## src/rtl/rc4_pkg.sv

```systemverilog
// rc4_pkg: shared definitions for the RC4 memory responder.
//   - rc4_mode_e  : request encoding driven by the RC4 core on rc4_mode_i
//   - rsp_state_e : responder FSM states
//   - AddrWidth   : SRAM word-address width
//   - word_addr() : base + pointer, modulo 2^AddrWidth
package rc4_pkg;

    localparam int unsigned AddrWidth  = 18;
    localparam int unsigned DataWidth  = 32;
    localparam int unsigned TimerWidth = 8;

    typedef enum logic [1:0] {
        ModeIdle    = 2'b00,
        ModeRead    = 2'b01,
        ModeWrite   = 2'b10,
        ModeIllegal = 2'b11
    } rc4_mode_e;

    typedef enum logic [2:0] {
        StIdle    = 3'd0,
        StRdReq   = 3'd1,
        StWrReq   = 3'd2,
        StResp    = 3'd3,
        StRelease = 3'd4
    } rsp_state_e;

    // Address arithmetic truncates to AddrWidth, so images wrap around the SRAM.
    function automatic logic [AddrWidth-1:0] word_addr(input logic [AddrWidth-1:0] base,
                                                       input logic [AddrWidth-1:0] ptr);
        return base + ptr;
    endfunction

endpackage

```

## src/rtl/rc4_ack_timer.sv

```systemverilog
// rc4_ack_timer: saturating clear/enable counter with terminal-count flag.
// Ports:
//   clk      - clock
//   rst_i    - asynchronous active-high reset
//   clr_i    - synchronous clear (dominates enable)
//   en_i     - count enable
//   limit_i  - terminal count value
//   tc_o     - high while the count equals limit_i
module rc4_ack_timer
    import rc4_pkg::*;
(
    input  logic                  clk,
    input  logic                  rst_i,
    input  logic                  clr_i,
    input  logic                  en_i,
    input  logic [TimerWidth-1:0] limit_i,
    output logic                  tc_o
);

    logic [TimerWidth-1:0] count_q, count_d;

    always_comb begin
        count_d = count_q;
        if (clr_i) begin
            count_d = '0;
        end else if (en_i && (count_q != {TimerWidth{1'b1}})) begin
            // Saturate rather than wrap so the flag cannot be skipped.
            count_d = count_q + TimerWidth'(1);
        end
    end

    always_ff @(posedge clk or posedge rst_i) begin
        if (rst_i) begin
            count_q <= '0;
        end else begin
            count_q <= count_d;
        end
    end

    assign tc_o = (count_q == limit_i);

endmodule

```

## src/rtl/rc4_mem_responder.sv

```systemverilog
// rc4_mem_responder: services word read/write requests from the RC4 core against an
// external SRAM. Reads walk the encrypted source image, writes walk the decrypted
// destination image, each with its own auto-incrementing word pointer.
// Ports:
//   clk, rst_i               - clock, asynchronous active-high reset
//   rc4_mode_i               - 00 idle, 01 read, 10 write, 11 illegal
//   rc4_clear_i              - zero both pointers and the sticky error
//   rc4_wdata_i              - word to write (sampled when a write is accepted)
//   rc4_rdata_o              - last word successfully read
//   rc4_dfb_o                - one-cycle done pulse per request
//   sram_addr_o/sram_wdata_o - SRAM word address / write data
//   sram_ren_o/sram_wen_o    - SRAM strobes, held until sram_ack_i
//   sram_rdata_i/sram_ack_i  - SRAM read data / completion
//   err_o                    - sticky error: illegal mode or ack timeout
module rc4_mem_responder
    import rc4_pkg::*;
#(
    parameter logic [AddrWidth-1:0]  SRC_BASE    = 18'h00000,
    parameter logic [AddrWidth-1:0]  DST_BASE    = 18'h20000,
    parameter logic [TimerWidth-1:0] ACK_TIMEOUT = 8'd255
) (
    input  logic                 clk,
    input  logic                 rst_i,
    input  logic [1:0]           rc4_mode_i,
    input  logic                 rc4_clear_i,
    input  logic [DataWidth-1:0] rc4_wdata_i,
    output logic [DataWidth-1:0] rc4_rdata_o,
    output logic                 rc4_dfb_o,
    output logic [AddrWidth-1:0] sram_addr_o,
    output logic [DataWidth-1:0] sram_wdata_o,
    output logic                 sram_ren_o,
    output logic                 sram_wen_o,
    input  logic [DataWidth-1:0] sram_rdata_i,
    input  logic                 sram_ack_i,
    output logic                 err_o
);

    rsp_state_e           state_q;
    rc4_mode_e            mode;
    logic [AddrWidth-1:0] rd_ptr_q, wr_ptr_q;
    logic [AddrWidth-1:0] addr_q;
    logic [DataWidth-1:0] wdata_q, rdata_q;
    logic                 ren_q, wen_q, dfb_q, err_q;
    logic                 in_req, timer_tc;

    assign mode   = rc4_mode_e'(rc4_mode_i);
    assign in_req = (state_q == StRdReq) || (state_q == StWrReq);

    // Counter is held at zero outside the request states, so it restarts on every entry.
    rc4_ack_timer u_ack_timer (
        .clk     (clk),
        .rst_i   (rst_i),
        .clr_i   (!in_req),
        .en_i    (in_req && !sram_ack_i),
        .limit_i (ACK_TIMEOUT),
        .tc_o    (timer_tc)
    );

    always_ff @(posedge clk or posedge rst_i) begin
        if (rst_i) begin
            state_q  <= StIdle;
            rd_ptr_q <= '0;
            wr_ptr_q <= '0;
            addr_q   <= '0;
            wdata_q  <= '0;
            rdata_q  <= '0;
            ren_q    <= 1'b0;
            wen_q    <= 1'b0;
            dfb_q    <= 1'b0;
            err_q    <= 1'b0;
        end else begin
            dfb_q <= 1'b0;
            // A new error raised in this same cycle still sets the flag below.
            if (rc4_clear_i) begin
                err_q <= 1'b0;
            end

            unique case (state_q)
                StIdle: begin
                    unique case (mode)
                        ModeRead: begin
                            ren_q   <= 1'b1;
                            addr_q  <= word_addr(SRC_BASE, rd_ptr_q);
                            state_q <= StRdReq;
                        end
                        ModeWrite: begin
                            wen_q   <= 1'b1;
                            addr_q  <= word_addr(DST_BASE, wr_ptr_q);
                            wdata_q <= rc4_wdata_i;
                            state_q <= StWrReq;
                        end
                        ModeIllegal: begin
                            err_q <= 1'b1;
                        end
                        default: ;
                    endcase
                end
                StRdReq: begin
                    if (sram_ack_i) begin
                        rdata_q  <= sram_rdata_i;
                        rd_ptr_q <= rd_ptr_q + AddrWidth'(1);
                        ren_q    <= 1'b0;
                        dfb_q    <= 1'b1;
                        state_q  <= StResp;
                    end else if (timer_tc) begin
                        // Give up: report completion so the core never stalls.
                        err_q   <= 1'b1;
                        ren_q   <= 1'b0;
                        dfb_q   <= 1'b1;
                        state_q <= StResp;
                    end
                end
                StWrReq: begin
                    if (sram_ack_i) begin
                        wr_ptr_q <= wr_ptr_q + AddrWidth'(1);
                        wen_q    <= 1'b0;
                        dfb_q    <= 1'b1;
                        state_q  <= StResp;
                    end else if (timer_tc) begin
                        err_q   <= 1'b1;
                        wen_q   <= 1'b0;
                        dfb_q   <= 1'b1;
                        state_q <= StResp;
                    end
                end
                StResp: begin
                    state_q <= StRelease;
                end
                StRelease: begin
                    // A held request must drop before another can be accepted.
                    if (mode == ModeIdle) begin
                        state_q <= StIdle;
                    end
                end
                default: begin
                    state_q <= StIdle;
                    ren_q   <= 1'b0;
                    wen_q   <= 1'b0;
                end
            endcase

            // Placed last so a clear overrides a same-cycle increment.
            if (rc4_clear_i) begin
                rd_ptr_q <= '0;
                wr_ptr_q <= '0;
            end
        end
    end

    assign rc4_rdata_o  = rdata_q;
    assign rc4_dfb_o    = dfb_q;
    assign sram_addr_o  = addr_q;
    assign sram_wdata_o = wdata_q;
    assign sram_ren_o   = ren_q;
    assign sram_wen_o   = wen_q;
    assign err_o        = err_q;

endmodule

```

## config.mk

```make
export PLATFORM = sky130hd
export DESIGN_NAME = rc4_mem_responder
export DESIGN_NICKNAME = d
export VERILOG_FILES = /design/src/rtl/rc4_pkg.sv /design/src/rtl/rc4_ack_timer.sv /design/src/rtl/rc4_mem_responder.sv
export SDC_FILE = /design/constraint.sdc
export NUM_CORES = 1
export LEC_CHECK = 0
export ABC_AREA = 1
export ABC_CLOCK_PERIOD_IN_PS = 7700
export BUFFER_PORTS_ARGS = -buffer_cell sky130_fd_sc_hd__buf_2
export CAP_MARGIN = 20
export CORE_UTILIZATION = 48
export CTS_CLUSTER_SIZE = 14
export DETAILED_ROUTE_END_ITERATION = 8
export PLACE_DENSITY_LB_ADDON = 0.25
export RECOVER_POWER = 100
export SETUP_SLACK_MARGIN = 0.4
export SYNTH_ARGS = -nofsm -noshare
export SYNTH_HDL_FRONTEND = slang
export SYNTH_HIERARCHICAL = 1
export SYNTH_SLANG_ARGS = --single-unit
```

## constraint.sdc

```tcl
create_clock -name clk -period 7.7 [get_ports clk]
set_input_delay 1.54 -clock clk [delete_from_list [all_inputs] [get_ports clk]]
set_output_delay 1.54 -clock clk [all_outputs]
set_load 0.01 [all_outputs]
```

==> out/metrics.cfg, run 1 <==
[status]
outcome = finished, violations left
violations = capacitance limit, slew limit

[global_routing]
antenna_found_initial = 0
grt_pass1_wl_um = 25900
gr-total-overflow = 0
grt_use_total_pct = 23.7
grt_pass1_vias = 5471
grt_max_degree = 75

[power_and_ir_drop]
irDropWorstVdd_v = 0.000182
p_leak_uw = 0.00390
power.density_nw_per_um2 = 351

[sta]
fin_tns_setup_ns = 0
slew-limit-headroom_pct = -73.8
worst_pin_slew_ns = 2.60
setup_violations = 0
final-hold-violation-count = 0
rsz0062_at_grt = false
fin_hold_ws_ns = 0.470
slew_viol_final = 198
post-route-min-period_ns = 5.29
skew_ns = 0.00463
fin_crit_sh_pct = 68.7
max_freq_ghz = 0.189

[setup_path]
critPathLaunchType = primary input
cp-end-kind = flop
crit_arrival_ns = 5.60
crit_required_ns = 8.01
path_max_fanout = 34
critPathKind = in2reg

[yosys]
synthArstFlopShare_pct = 100
ys_seq_area_share_pct = 52.0
ys_types = 31
synthCells = 824
synth_seq_cells = 133
synth_flop_cell = dfrtp_1
synth_area_um2 = 6400
ys_warn_count = 6
syn_avg_cell_area_um2 = 7.77
synth_edf_count = 0

[floorplanning]
die_h_um = 118
io_pins = 156
row_count = 41
die_w_um = 118
initial_core_util_pct = 49.9
dieArea_um2 = 13800
coreArea_um2 = 12800

[clock_tree]
cts_buffers = 17
cts.clk_slew.worst_paths_ns = 0.06
clockRootBuffer = clkbuf_16
cts_num_sinks = 133
insertion_delay_ns = 0.42
hold_buffers = 0
cts_setup_buffers = 0
post_cts_resized = 0
clockBufferDepth = 2
htree_levels = 4
cts_tree = built

[finish]
fill_cells = 1231
ff_latch_area_um2 = 3330
area_delta_synth_final_pct = 21.9
finalNonFillerCells = 1167
antenna_cells = 0
fin_nets = 1059
fin_area_um2 = 7810
final_core_util_pct = 60.9
drive_above_1_share_pct = 11.6
multi_input_area_um2 = 2700

[detailed_routing]
vias = 5647
vias_per_cell = 4.84
dr.pass1.iters = 5
drtIter0Drc = 368
drc = 0
ant_nets = 0
avgRoutedWirePerCell_um = 13.1
wl_um = 15300

[placed_design]
dp.cells = 1135
port_buffers = 155
place_area_um2 = 7330
hpwl_um = 10600
routabilityCongestion = 0.868

[job]
max_cap_violations = 5

[worst_hold_path]
hold_class = reg2reg

==> layout by cell type (no fill, tap or decap), drive strengths merged, types with 4 or more instances in the layout <==
cell type	n
nor2	82
ha	7
nor3	10
conb	8
o21a	17
a21oi	17
dfrtp	133
xnor2	8
nand2	353
clkbuf	116
buf	66
o21ai	40
inv	67
nand3	32
nand4	20
clkinv	4
==> power breakdown <==
group,switching [µW],internal (µW),leakage (µW)
sequential,140,932,0.00171
combinational,540,278,0.00188
clock,291,560,0.000309
==> layer usage <==
layer,GRT usage [%],share of wire (%)
met5,0,0
met4,11.5,2.7
met3,5.96,5.4
met2,36.2,46
met1,31.7,46
==> registers in the layout, summed over array words and instances (netlist names), 3 cells and up <==
signal / cells
u_ack_timer/count_q: 8
sram_addr_o: 18
wr_ptr_q: 18
state_q: 3
sram_wdata_o: 32
rc4_rdata_o: 32
rd_ptr_q: 18
==> per-stage QoR <==
| stage | setup WS [ns] | total power [µW] |
|---|---|---|
| after floorplan | 2.83 | 1610 |
| after global placement | 3.44 | 1930 |
| after detailed placement | 3.29 | 1960 |
| after CTS | 3.72 | 2830 |
| after global routing | 1.76 | 2930 |
| final | 2.41 | 2740 |
==> path summary, 6_finish.rpt <==
path                                         startpoint                            endpoint  slack [ns]  cells after the start
setup reg to reg                 state_q[0]$_DFFE_PP0P_         sram_wdata_o[1]$_DFFE_PP0P_        4.04                      6
hold reg to reg            sram_wdata_o[29]$_DFFE_PP0P_        sram_wdata_o[29]$_DFFE_PP0P_        0.47                      2
hold / removal             sram_wdata_o[29]$_DFFE_PP0P_        sram_wdata_o[29]$_DFFE_PP0P_        0.47                      2
setup / recovery                          rc4_mode_i[0]         sram_wdata_o[1]$_DFFE_PP0P_        2.41                      8
max in group asynchronous                         rst_i          rc4_rdata_o[7]$_DFFE_PP0P_        4.23                      3
min in group asynchronous                         rst_i  u_ack_timer/count_q[4]$_DFFE_PP0P_        1.08                      2
==> critical path, cell delays in order <==
cell and delay, ns:
clkbuf_1 0.11, inv_1 0.08, ha_1 0.77, inv_1 0.31, nor2_1 1.70, inv_2 0.77, nand2_1 0.23, nand2_1 0.08
==> area by class of cell <==
| class | count | area share, % |
|---|---|---|
| clock buffer | 25 | 6.60 |
| clock inverter | 7 | 1.49 |
| inverter | 70 | 3.40 |
| multi-input combinational | 603 | 34.5 |
| sequential | 133 | 42.6 |
| tap | 172 | 2.76 |
| timing repair buffer | 157 | 8.64 |
==> synth_stat cells (3+ instances only) <==
cell / instances / share of area [%]
o21ai_0: 37 / 2.9
a21oi_1: 17 / 1.3
nor2_1: 72 / 4.2
o21ai_1: 3 / 0.23
inv_1: 66 / 3.9
ha_1: 7 / 1.4
nand4_1: 20 / 2.0
clkbuf_1: 8 / 0.47
nor2_4: 6 / 1.1
nor2_2: 4 / 0.39
dfrtp_1: 133 / 52
nand2_2: 4 / 0.39
nor3_1: 10 / 0.78
o21a_1: 17 / 2.0
nand2_1: 348 / 20
nand3_1: 31 / 2.4
buf_2: 16 / 1.3
xnor2_1: 8 / 1.1
==> logic make-up (layout without fill, tap and decap cells) <==
logic type / count (synthesis) / after routing / share of synthesized area, %
adders and majority gates: 7 / 7 / 1.37
buffers and inverters: 95 / 259 / 5.90
and+or+nand+nor: 501 / 501 / 32.6
xor gates and xnor gates: 10 / 10 / 1.37
DFF: 133 / 133 / 52.0
other: 1 / 8 / 0.0585
AOI/OAI and AO/OA: 77 / 77 / 6.78
No activity file was read; power rests on OpenSTA's default activity.
==> inputs of run 2 (changes only) <==
ABC_AREA = 0   (was 1)
ABC_CLOCK_PERIOD_IN_PS = 5300   (was 7700)
clock period = 5.3 ns   (was 7.7 ns; I/O delays follow)
==> run 2 against run 1 <==
Effect of this change:
- the flow still finishes with violations (capacitance limit, slew limit)
- sequential share of layout area rose by 2.6 points
- synthesized area fell by 6.6%
- die area fell by 6.5%
- synthesized cell count fell by 40%
- highest routed layer unchanged
- hold slack improved by 0.033 ns
- first-iteration DRC count fell by 40%
- clock power rose by 43%
- core utilization rose by 0.18 points
- combinational power rose by 37%
- largest power group unchanged
- non-clock buffer count rose by 4
==> out/metrics.cfg, run 2 <==
[floorplanning]
coreArea_um2 = 12100  ; -6.0%
row_count = 40  ; -2.4%
dieArea_um2 = 12900  ; -6.5%
die_h_um = 114  ; -3.3%
initial_core_util_pct = 49.6  ; -0.36 points
io_pins = 156  ; unchanged
die_w_um = 114  ; -3.3%

[status]
violations = capacitance limit, slew limit
outcome = finished, violations left

[placed_design]
routabilityCongestion = 0.848  ; -2.3%
hpwl_um = 8940  ; -16%
port_buffers = 155  ; unchanged
pre_cts_slack_ns = 2.05  ; -1.24 ns

[yosys]
synthCells = 493  ; -40%
synth_compound_area_share_pct = 8.24  ; +1.5 points
ys_types = 51  ; +65%
synth_edf_count = 0  ; unchanged
synth_top_cells_by_area = dfrtp_1 (56%), mux2_2 (12%), mux2i_1 (3.5%), a21oi_1 (3.2%), nor2_1 (2.8%)
synthArstFlopShare_pct = 100  ; unchanged
synth_simple_gate_area_share_pct = 11.7  ; -21 points
ys_warn_count = 6  ; unchanged
yosysMostFrequentCell = dfrtp_1
synth_mux_area_share_pct = 15.9  ; +16 points
yosys.area.top_type = dfrtp_1
synth_seq_cells = 133  ; unchanged
syn_avg_cell_area_um2 = 12.1  ; +56%
synth_flop_cell = dfrtp_1
synth_area_um2 = 5980  ; -6.6%
synth_fa_ha_area_share_pct = 1.46  ; +0.097 points
synthTopCellsByCount = dfrtp_1 (133), mux2_2 (62), nor2_1 (44)
ys_seq_area_share_pct = 55.6  ; +3.7 points
synth_top_area_share_pct = 55.6  ; +3.7 points
synthXorXnorAreaFrac_pct = 3.81  ; +2.4 points
synth_top_family_by_area = multiplexers

[global_routing]
grt_pass1_wl_um = 21700  ; -16%
grt_max_degree = 57  ; -24%
grt_pass1_vias = 4392  ; -20%
antenna_found_initial = 0  ; unchanged
gr-total-overflow = 0  ; unchanged
grt_use_total_pct = 21.7  ; -2.0 points

[clock_tree]
insertion_delay_ns = 0.42  ; about the same
clockBufferDepth = 2  ; unchanged
htree_levels = 4  ; unchanged
cts_setup_buffers = 0  ; unchanged
post_cts_resized = 0  ; unchanged
cts_buffers = 17  ; unchanged
cts_tree = built
hold_buffers = 0  ; unchanged
cts.clk_slew.worst_paths_ns = 0.06  ; about the same
cts_num_sinks = 133  ; unchanged
clockRootBuffer = clkbuf_16

[power_and_ir_drop]
irDropWorstVdd_v = 0.000303  ; +67%
switching_share_pct = 31.5  ; -4.0 points
p_clk_share_pct = 31.1  ; about the same
seqPwrFrac_pct = 40.2  ; +1.1 points
pwr-share-comb_pct = 28.6  ; -1.2 points
power.density_nw_per_um2 = 530  ; +51%
power.internal_uw = 2680  ; +51%
p_leak_uw = 0.00318  ; -18%
netSwitchingPower_uw = 1230  ; +27%

[finish]
antenna_cells = 0  ; unchanged
final_cell_mix = dfrtp_1 (133), clkbuf_1 (94), buf_2 (65), mux2_2 (62), nor2_1 (44)
fin_nets = 732  ; -31%
fill_cells = 1028  ; -16%
final_common_cell = dfrtp_1
drive_above_1_share_pct = 25.7  ; +14 points
area_delta_synth_final_pct = 23.2

[sta]
worst_pin_slew_ns = 1.90  ; -0.698 ns
finalWorstSetupSlack_ns = 1.73  ; -0.673 ns
skew_ns = 0.00663  ; +0.00200 ns
fin_crit_sh_pct = 67.3
post-route-min-period_ns = 3.57
fin_tns_setup_ns = 0  ; unchanged
rsz0062_at_grt = false
max_freq_ghz = 0.280
setup_violations = 0  ; unchanged
slew-limit-headroom_pct = -26.6  ; +47 points
final-hold-violation-count = 0  ; unchanged
slew_viol_final = 138  ; -30%

[detailed_routing]
wl_um = 12900  ; -16%
drc = 0  ; unchanged
dr.pass1.iters = 5  ; unchanged
vias_per_cell = 5.29  ; +9.2%
ant_nets = 0  ; unchanged
vias = 4419  ; -22%
drtIter0Drc = 222  ; -40%
avgRoutedWirePerCell_um = 15.4  ; +17%

[setup_path]
crit_required_ns = 5.62  ; -2.39 ns
rr_worst_depth = 5  ; -1
crit_arrival_ns = 3.89  ; -1.71 ns
critPathKind = in2reg
path_max_fanout = 45  ; +32%
critPathLaunchType = primary input
cp-end-kind = flop

[worst_hold_path]
hold_class = reg2reg
whs_path_depth = 1  ; -1

[job]
max_cap_violations = 4  ; -1

[run 2: power by group through the flow]
stage / Clock [µW] / Sequential (µW) / Combinational (µW)
after floorplan: 0 / 1720 / 610
after global placement: 0 / 1550 / 1180
after detailed placement: 0 / 1580 / 1210
after CTS: 1240 / 1570 / 1210
after global routing: 1280 / 1630 / 1240
final: 1220 / 1570 / 1120
[run 2: path summary, 6_finish.rpt]
path | startpoint | end | slack, ns
worst max-delay path | rc4_clear_i | wr_ptr_q[17]$_DFFE_PP0P_ | 1.73
min in group asynchronous | rst_i | u_ack_timer/count_q[2]$_DFFE_PP0P_ | 0.58
worst max register to register | state_q[1]$_DFFE_PP0P_ | rd_ptr_q[4]$_DFFE_PP0P_ | 2.26
max in group asynchronous | rst_i | rc4_rdata_o[29]$_DFFE_PP0P_ | 2.48
worst min-delay path | sram_wdata_o[30]$_DFFE_PP0P_ | sram_wdata_o[30]$_DFFE_PP0P_ | 0.50
worst min register to register | sram_wdata_o[30]$_DFFE_PP0P_ | sram_wdata_o[30]$_DFFE_PP0P_ | 0.50
[run 2: cell type report]
class / count / area [µm²] / share of cell area (%)
repair buffers: 161 / 714 / 9.70
flip-flops and latches: 133 / 3330 / 45.2
multi-input cells: 330 / 2450 / 33.2
clock inverters: 9 / 123 / 1.66
clock buffers: 23 / 498 / 6.76
inverters: 12 / 46.3 / 0.628
well taps: 168 / 210 / 2.85
[run 2: cells by family (layout without fill, tap and decap cells)]
group                      after synthesis  after routing
DFF                                    133            133
and+or+nand+nor                        126            126
muxes                                   87             87
buffers and inverters                   37            205
other                                    1              8
xor gates and xnor gates                26             26
adders and majority gates                7              7
AOI/OAI and AO/OA                       76             76
[run 2: worst max-delay path, stage by stage]
cell	delay, ns
clkbuf_1	1.34
o2111ai_1	0.69
or4_1	0.64
a21oi_1	0.15
[run 2: routing by layer]
metal  wire length (µm)  global-route usage, %
met1               5500                   28.0
met5                  0                      0
met4                284                   9.74
met3                553                   5.21
met2               6520                   35.0
[run 2: per-stage QoR]
| stage | instances | utilization, % | cell area, µm² | power [µW] | hold WS (ns) |
|---|---|---|---|---|---|
| 2_1_floorplan | 500 | - | 6010 | 2330 | 0.483 |
| 3_3_place_gp | 802 | 57.0 | 6880 | 2730 | 0.466 |
| 3_5_place_dp | 802 | 57.0 | 6880 | 2790 | 0.489 |
| 4_1_cts | 834 | 62.2 | 7500 | 4020 | 0.502 |
| 5_1_grt | 836 | 61.1 | 7370 | 4150 | 0.516 |
| 6_report | 836 | 61.1 | 7370 | 3910 | 0.503 |
